[src/rtl/gate_seq_pkg.sv]
// Shared encodings and truth-table constants for the 2-input gate self-test sequencer.
package gate_seq_pkg;

    typedef enum logic [1:0] {
        ST_IDLE = 2'd0,
        ST_RUN  = 2'd1,
        ST_DONE = 2'd2
    } state_t;

    // Expected gate_y indexed by {a,b}
    localparam logic [3:0] TT_NOR = 4'b0001;
    localparam logic [3:0] TT_AND = 4'b1000;
    localparam logic [3:0] TT_OR  = 4'b1110;
    localparam logic [3:0] TT_XOR = 4'b0110;

    localparam int CNT_W = 4;

endpackage

[src/rtl/gate_exhaustive_sequencer.sv]
// Self-test controller that walks a 2-input gate through all four input vectors and checks gate_y.
// Optional first-failure log ports are built when GATE_SEQ_ERROR_LOG_EN is defined.
module gate_exhaustive_sequencer
    import gate_seq_pkg::*;
#(
    parameter int         SETTLE_CYC  = 2,
    parameter logic [3:0] TRUTH_TABLE = TT_NOR
) (
    input  logic       clk,
    input  logic       rst,
    input  logic       start,
    input  logic       gate_y,
    output logic       gate_a,
    output logic       gate_b,
    output logic       busy,
    output logic       done,
    output logic       pass,
    output logic [2:0] err_cnt
`ifdef GATE_SEQ_ERROR_LOG_EN
    ,
    output logic [1:0] first_fail_vec,
    output logic       first_fail_vld
`endif
);

    localparam logic [CNT_W-1:0] SETTLE_V = CNT_W'(SETTLE_CYC);

    state_t           state, state_d;
    logic [1:0]       vec, vec_d;
    logic [CNT_W-1:0] cnt, cnt_d;
    logic [2:0]       err_d;
    logic             pass_d, done_d, busy_d, a_d, b_d;
    logic             mism;
`ifdef GATE_SEQ_ERROR_LOG_EN
    logic [1:0]       ffv_d;
    logic             ffvld_d;
`endif

    function automatic logic [2:0] sat_inc(input logic [2:0] c);
        return (c >= 3'd4) ? 3'd4 : c + 3'd1;
    endfunction

    always_comb begin
        state_d = state;
        vec_d   = vec;
        cnt_d   = cnt;
        err_d   = err_cnt;
        pass_d  = pass;
        done_d  = 1'b0;
        busy_d  = busy;
        a_d     = gate_a;
        b_d     = gate_b;
        mism    = 1'b0;
`ifdef GATE_SEQ_ERROR_LOG_EN
        ffv_d   = first_fail_vec;
        ffvld_d = first_fail_vld;
`endif
        case (state)
            ST_IDLE: begin
                if (start) begin
                    state_d = ST_RUN;
                    vec_d   = 2'd0;
                    cnt_d   = '0;
                    err_d   = 3'd0;
                    pass_d  = 1'b0;
                    busy_d  = 1'b1;
                    a_d     = 1'b0;
                    b_d     = 1'b0;
`ifdef GATE_SEQ_ERROR_LOG_EN
                    ffv_d   = 2'd0;
                    ffvld_d = 1'b0;
`endif
                end
            end
            ST_RUN: begin
                if (cnt != SETTLE_V) begin
                    cnt_d = cnt + CNT_W'(1);
                end else begin
                    mism = (gate_y != TRUTH_TABLE[vec]);
                    if (mism) err_d = sat_inc(err_cnt);
`ifdef GATE_SEQ_ERROR_LOG_EN
                    if (mism && !first_fail_vld) begin
                        ffv_d   = vec;
                        ffvld_d = 1'b1;
                    end
`endif
                    // pass must see this edge's count, including a final-vector mismatch
                    if (vec == 2'd3) begin
                        state_d = ST_DONE;
                        done_d  = 1'b1;
                        pass_d  = (err_d == 3'd0);
                    end else begin
                        vec_d        = vec + 2'd1;
                        cnt_d        = '0;
                        {a_d, b_d}   = vec + 2'd1;
                    end
                end
            end
            ST_DONE: begin
                state_d = ST_IDLE;
                busy_d  = 1'b0;
                a_d     = 1'b0;
                b_d     = 1'b0;
            end
            default: state_d = ST_IDLE;
        endcase
    end

    always_ff @(posedge clk) begin
        if (rst) begin
            state   <= ST_IDLE;
            vec     <= 2'd0;
            cnt     <= '0;
            err_cnt <= 3'd0;
            pass    <= 1'b0;
            done    <= 1'b0;
            busy    <= 1'b0;
            gate_a  <= 1'b0;
            gate_b  <= 1'b0;
`ifdef GATE_SEQ_ERROR_LOG_EN
            first_fail_vec <= 2'd0;
            first_fail_vld <= 1'b0;
`endif
        end else begin
            state   <= state_d;
            vec     <= vec_d;
            cnt     <= cnt_d;
            err_cnt <= err_d;
            pass    <= pass_d;
            done    <= done_d;
            busy    <= busy_d;
            gate_a  <= a_d;
            gate_b  <= b_d;
`ifdef GATE_SEQ_ERROR_LOG_EN
            first_fail_vec <= ffv_d;
            first_fail_vld <= ffvld_d;
`endif
        end
    end

endmodule

[config.mk]
export PLATFORM = sky130hd
export DESIGN_NAME = gate_exhaustive_sequencer
export DESIGN_NICKNAME = d
export VERILOG_FILES = /design/src/rtl/gate_seq_pkg.sv /design/src/rtl/gate_exhaustive_sequencer.sv
export SDC_FILE = /design/constraint.sdc
export NUM_CORES = 1
export LEC_CHECK = 0
export ABC_AREA = 1
export ABC_CLOCK_PERIOD_IN_PS = 2000
export CORE_ASPECT_RATIO = 1.5
export CORE_UTILIZATION = 45
export DETAILED_ROUTE_END_ITERATION = 16
export GPL_TIMING_DRIVEN = 0
export HOLD_SLACK_MARGIN = 0.12
export PLACE_DENSITY = 0.68
export SLEW_MARGIN = 20
export SYNTH_ARGS = -nofsm -noshare
export SYNTH_HDL_FRONTEND = slang
export SYNTH_SLANG_ARGS = --single-unit
[constraint.sdc]
create_clock -name clk -period 2 [get_ports clk]
set_clock_uncertainty 0.15 [all_clocks]
set_input_delay 0.2 -clock clk [delete_from_list [all_inputs] [get_ports clk]]
set_output_delay 0.2 -clock clk [all_outputs]
set_load 0.01 [all_outputs]
==> results of run 1 <==
registers in the layout, indices dropped and copies added, names as in the netlist:
name,count
vec,2
done,1
busy,1
state,2
pass,1
cnt,4
gate_b,1
err_cnt,3
gate_a,1
metrics by stage:
| stage | power (mW) | worst slack, ns | util |
|---|---|---|---|
| 3_5_place_dp | 0.5280 | 0.1166 | 0.5621 |
| 2_1_floorplan | 0.4739 | 0.6088 | - |
| 4_1_cts | 0.7404 | 0.3872 | 0.5816 |
| 3_3_place_gp | 0.5239 | 0.1292 | 0.5621 |
| 6_report | 0.7355 | 0.3918 | 0.5816 |
| 5_1_grt | 0.7785 | 0.3245 | 0.5816 |
cells in the final DEF, fill, tap and decap left out:
cell type and count:
ha_1 6, clkdlybuf4s50_1 11, inv_2 1, nand3_2 1, nand3b_1 1, nand4_1 2
nor2_8 1, nand3_1 14, nand2_1 42, or2_1 1, clkbuf_8 1, nor2_1 17
xor2_1 1, a21oi_2 1, o21ai_0 2, a21oi_1 8, nand2_2 2, clkbuf_4 3
clkinv_1 1, dfxtp_1 16, inv_1 17, nand2_4 1
cell families (layout without fill, tap and decap cells):
family / Yosys count / count (layout)
and+or+nand+nor: 82 / 82
buffers and inverters: 19 / 34
DFF: 16 / 16
AOI/OAI and AO/OA: 11 / 11
adders and majority gates: 6 / 6
xor gates and xnor gates: 1 / 1
worst paths after layout:
kind	startpoint	end	slack, ns	cells after the start
worst max-delay path	err_cnt[2]$_SDFFE_PP0P_	err_cnt[2]	0.39	1
worst min-delay path	gate_a$_SDFFE_PP0P_	gate_a$_SDFFE_PP0P_	0.33	2
worst max register to register	cnt[0]$_SDFFE_PP0P_	cnt[1]$_SDFFE_PP0P_	0.48	6
worst min register to register	gate_a$_SDFFE_PP0P_	gate_a$_SDFFE_PP0P_	0.33	2
power groups by stage:
stage / combinational [mW] / clock (mW) / sequential, mW
after global routing: 0.187 / 0.234 / 0.357
after CTS: 0.167 / 0.219 / 0.354
after floorplan: 0.111 / 0 / 0.363
final: 0.165 / 0.217 / 0.354
after detailed placement: 0.166 / 0 / 0.362
after global placement: 0.163 / 0 / 0.361
Yosys cell counts:
cell type  instances
nand2_1           42
inv_1             17
nor2_1            17
dfxtp_1           16
nand3_1           14
a21oi_1            8
ha_1               6
nand2_2            2
nand4_1            2
o21ai_0            2
a21oi_2            1
clkinv_1           1
inv_2              1
nand2_4            1
nand3_2            1
nand3b_1           1
nor2_8             1
or2_1              1
xor2_1             1
final cells by class:
class,count,area (um^2)
Timing Repair Buffer,11,110.1
Sequential cell,16,320.3
Clock buffer,4,36.28
Tap cell,21,26.28
Inverter,19,71.32
Fill cell,204,775.7
Multi-Input combinational cell,100,514.2
metal layers:
layer / global-route usage / up-vias / part of all wire
li1: - / 448 / -
met1: 0.1841 / 381 / 0.43
met2: 0.3381 / 15 / 0.52
met3: 0.02724 / 4 / 0.025
met4: 0.1084 / 0 / 0.021
met5: 0 / - / 0
tightest hold or removal path, stage by stage, from the launching register on:
cell and delay, ns:
dfxtp_1 0.33, nand2_1 0.06, a21oi_1 0.05
==> metrics, run 1 <==
layout cell share with drive strength beyond 1 0.07333; Yosys top cell area share 0.3536; crit path max fanout 5; initial core utilization 0.4885; crit path DAT approximately 1.3 ns; clk_lat worst skew between 0.2 and 0.3 ns; final setup TNS 0 ns; Final Hold Viols 0; pins over their slew limit 0; htree depth 1; CP endpoint kind output pin; leak pwr 0.5318 nW; post-route ant nets 0; Psw 0.2203 mW; Internal Power around 0.5 mW; sw frac 0.2995; Worst-path clk slew 0.09 ns; first-pass GRT wire length 2987 um; Synth Area in Compound Gates 0.06492; CTS Buffer Depth 2; Post-Route WL between 1500 and 2000 um; critical path's slowest cell clkdlybuf4s50_1; Yosys warnings 0; vias per cell 4.959; IO Pins 12; Finished Layout Cells 171; initial antenna violation count 0; 1st-pass router iterations 4; min Tclk post-route ~1.6 ns; largest family of logic cells by synthesized area simple AND/OR/NAND/NOR gates; final setup fails 0; detailed placement HPWL around 1400 um; Die H 56.95 um; maxcap violations 0; peak supply drop approximately 0.53 mV; Flop pwr share 0.481; DR DRC count 0; status finished clean; Core ar. 1854 um^2; Cell Area, Placed 1042 um^2; GRT Util Overall 0.1859; Hold Slack 0.3330 ns; Largest stage delay, worst path 0.56 ns; # rows 19; area of the die approximately 2200 um^2; Hold Buf Count CTS 0; fin crit share 0.8041; Mapped Nets 145; Post-CTS Setup Bufs 0; post_cts resized 0; Synth area leaders dfxtp_1, nand2_1, ha_1, nand3_1, inv_1; Area growth syn-to-layout 19.06%; DIE WIDTH between 30 and 40 um; CTS root buf clkbuf_4; I/O Buffers 11; total placed cells including tap cells 167; CP Buf/Inv Count 1; sequential-to-total area share from yosys stat 0.3536; Cells after Synth 135; Gate power share 0.224; Cell Area, Synth 905.9 um^2; xor/xnor share of the synthesized area 0.009669; RSZ-0062 raised after global routing false; CTS tree done; clock sink total 16; PD cells 682.0 nW/um^2; simple-gate area share of the yosys netlist 0.4102; post-synthesis adder-cell area fraction 0.08287; largest net degree at the start of global routing 11; Hold Path Class flop to flop; Synth cell types 19; vias 848; Initial DRC Count 12; clock network power share 0.294; Yosys reg bits 16; syn_area_per_cell 6.710 um^2; worst slew pin tran 0.3226 ns; WS Path Type flop to output pin; TritonCTS Buffers 3; critical path startpoint category flop; Relative slew margins 0.7836; diode count 0; Max Clk Rate 0.6218 GHz; Required @ worst endpoint between 1.5 and 2 ns; post-synth top area cell dfxtp_1; cell family with most CP delay buffers and inverters; GP Congestion 0.7972; worst path cell trace clkdlybuf4s50_1; vias in the first global route 786; routed len/inst about 10 um; mux cell area share after synthesis 0; GRT overflow 0; fin area 1079 um^2; nets@finish ~160
(Power assumes the default switching activity.)
==> run 2: changes to the inputs <==
--- a/config.mk
+++ b/config.mk
@@ -6,7 +6,7 @@
 export NUM_CORES = 1
 export LEC_CHECK = 0
 export ABC_AREA = 1
-export ABC_CLOCK_PERIOD_IN_PS = 2000
+export ABC_CLOCK_PERIOD_IN_PS = 1600
 export CORE_ASPECT_RATIO = 1.5
 export CORE_UTILIZATION = 45
 export DETAILED_ROUTE_END_ITERATION = 16
==> constraint.sdc (replaced) <==
create_clock -name clk -period 1.6 [get_ports clk]
set_clock_uncertainty 0.15 [all_clocks]
set_input_delay 0.16 -clock clk [delete_from_list [all_inputs] [get_ports clk]]
set_output_delay 0.16 -clock clk [all_outputs]
set_load 0.01 [all_outputs]
==> metrics, run 2 (synthesis gave the netlist of run 1 again) <==
status finished clean; 1st-pass router iterations 5 (+1); Core ar. 1854 um^2 (unchanged); fin crit share 0.9620; final setup fails 0 (unchanged); clock sink total 16 (unchanged); TritonCTS Buffers 3 (unchanged); most common cell after layout, fill and taps aside nand2_1; initial antenna violation count 0 (unchanged); Layout Utilization 0.5864 (+0.004724); Max Clk Rate approximately 0.65 GHz; GP Congestion 0.7972 (unchanged); peak supply drop 0.6616 mV (+24%); initial core utilization 0.4885 (unchanged); DR DRC count 0 (unchanged); layout cell share with drive strength beyond 1 0.09333 (+0.02000); Relative slew margins 0.7569 (-0.02672); Cell Area, Placed 1042 um^2 (unchanged); clk_lat worst skew 0.29 ns (about the same); crit path max fanout 4 (-1); worst slew pin tran 0.3635 ns (+0.04093 ns); fin area 1087 um^2 (+0.81%); worst path cell trace clkdlybuf4s50_1; pins over their slew limit 0 (unchanged); Worst-path clk slew 0.10 ns (about the same); DIE WIDTH 38.64 um (unchanged); instance count on the critical path 1 (unchanged); Hold Path Depth 1 (-1); crit path DAT 1.23 ns (-0.03 ns); max reg flops 4 (unchanged); first-pass GRT wire length 2987 um (unchanged); critical path's slowest cell clkdlybuf4s50_1; GRT overflow 0 (unchanged); Biggest register cnt; I/O Buffers 11 (unchanged); IO Pins 12 (unchanged); total placed cells including tap cells 167 (unchanged); CTS tree done; vias in the first global route 786 (unchanged); GRT Util Overall 0.1859 (unchanged); RSZ-0062 raised after global routing false; area of the die 2200 um^2 (unchanged); detailed placement HPWL 1383 um (unchanged); R2R cell count 6 (unchanged); diode count 0 (unchanged); Final Hold Viols 0 (unchanged); CTS Buffer Depth 2 (unchanged); # rows 19 (unchanged); post-route ant nets 0 (unchanged); CTS root buf clkbuf_4; Largest stage delay, worst path 0.55 ns (about the same); maxcap violations 0 (unchanged); final worst slack 0.06078 ns (-0.3310 ns); nets@finish 161 (unchanged); routed len/inst 10.33 um (+0.91%); vias per cell 4.971 (+0.24%); PD cells 846.1 nW/um^2 (+24%); CP endpoint kind output pin; WS Path Type flop to output pin; Required @ worst endpoint 1.29 ns (-0.36 ns); CP Buf/Inv Count 1 (unchanged); min Tclk post-route 1.539 ns; critical path startpoint category flop; Post-Route WL 1767 um (+0.91%); Area growth syn-to-layout 20.03%; htree depth 1 (unchanged); leak pwr 0.5468 nW (+2.8%); cell family with most CP delay buffers and inverters; Filler cells 199 (-2.5%); Hold Path Class flop to flop; post-place setup slack -0.2434 ns (-0.3600 ns); commonest cells after routing, fill and taps aside nand2_1, inv_1, nor2_1; Post-CTS Setup Bufs 0 (unchanged); largest net degree at the start of global routing 11 (unchanged); Hold Slack 0.3164 ns (-0.01662 ns); Die H 56.95 um (unchanged); Finished Layout Cells 171 (unchanged); vias 850 (+0.24%); Initial DRC Count 10 (-2); Top Registers cnt (4), err_cnt (3)
## run 2: changes by cell type in the layout (fill, tap and decap cells not counted), sizes merged
cell           change
clkdlybuf4s50      -1
clkinv             -1
clkinvlp           +1
dlymetal6s2s       +1
## run 2: report_power, final
part | internal [mW] | total, mW | switching (mW)
registers | 0.422 | 0.444 | 0.0221
logic | 0.0847 | 0.207 | 0.122
clock network | 0.139 | 0.270 | 0.131
## run 2: routing by layer
| metal | up-vias | routed length (um) | global-route usage |
|---|---|---|---|
| met5 | - | 0 | 0 |
| li1 | 450 | - | - |
| met2 | 13 | 891 | 0.3381 |
| met3 | 4 | 44 | 0.02724 |
| met1 | 383 | 794 | 0.1841 |
| met4 | 0 | 37 | 0.1084 |
## run 2: final cells by class
type / instances / area, um^2 / area share
clock buffers: 4 / 36.28 / 0.03337
inverters: 19 / 75.07 / 0.06905
multi-input cells: 100 / 514.2 / 0.4730
flip-flops and latches: 16 / 322.8 / 0.2969
well taps: 21 / 26.28 / 0.02417
repair buffers: 11 / 112.6 / 0.1036
## run 2: final timing paths
path                                start  slack (ns)             endpoint
setup / recovery  err_cnt[1]$_SDFFE_PP0P_        0.06           err_cnt[1]
hold / removal        cnt[0]$_SDFFE_PP0P_        0.32  cnt[0]$_SDFFE_PP0P_
setup reg to reg      cnt[0]$_SDFFE_PP0P_        0.13  cnt[1]$_SDFFE_PP0P_
hold reg to reg       cnt[0]$_SDFFE_PP0P_        0.32  cnt[0]$_SDFFE_PP0P_
## run 2: stage by stage
step           total power, mW  TNS, ns
6_report                0.9200        0
5_1_grt                 0.9747        0
4_1_cts                 0.9255        0
3_5_place_dp            0.6601  -0.8244
3_3_place_gp            0.6549  -0.7289
2_1_floorplan           0.5923        0
## run 2: repair_timing
action | 4_1_cts | 5_1_grt
resized for setup | 0 | 4
endpoints found under the setup margin | 0 | 7
endpoints found under the hold margin | 0 | 0
hold buffers | 0 | 0
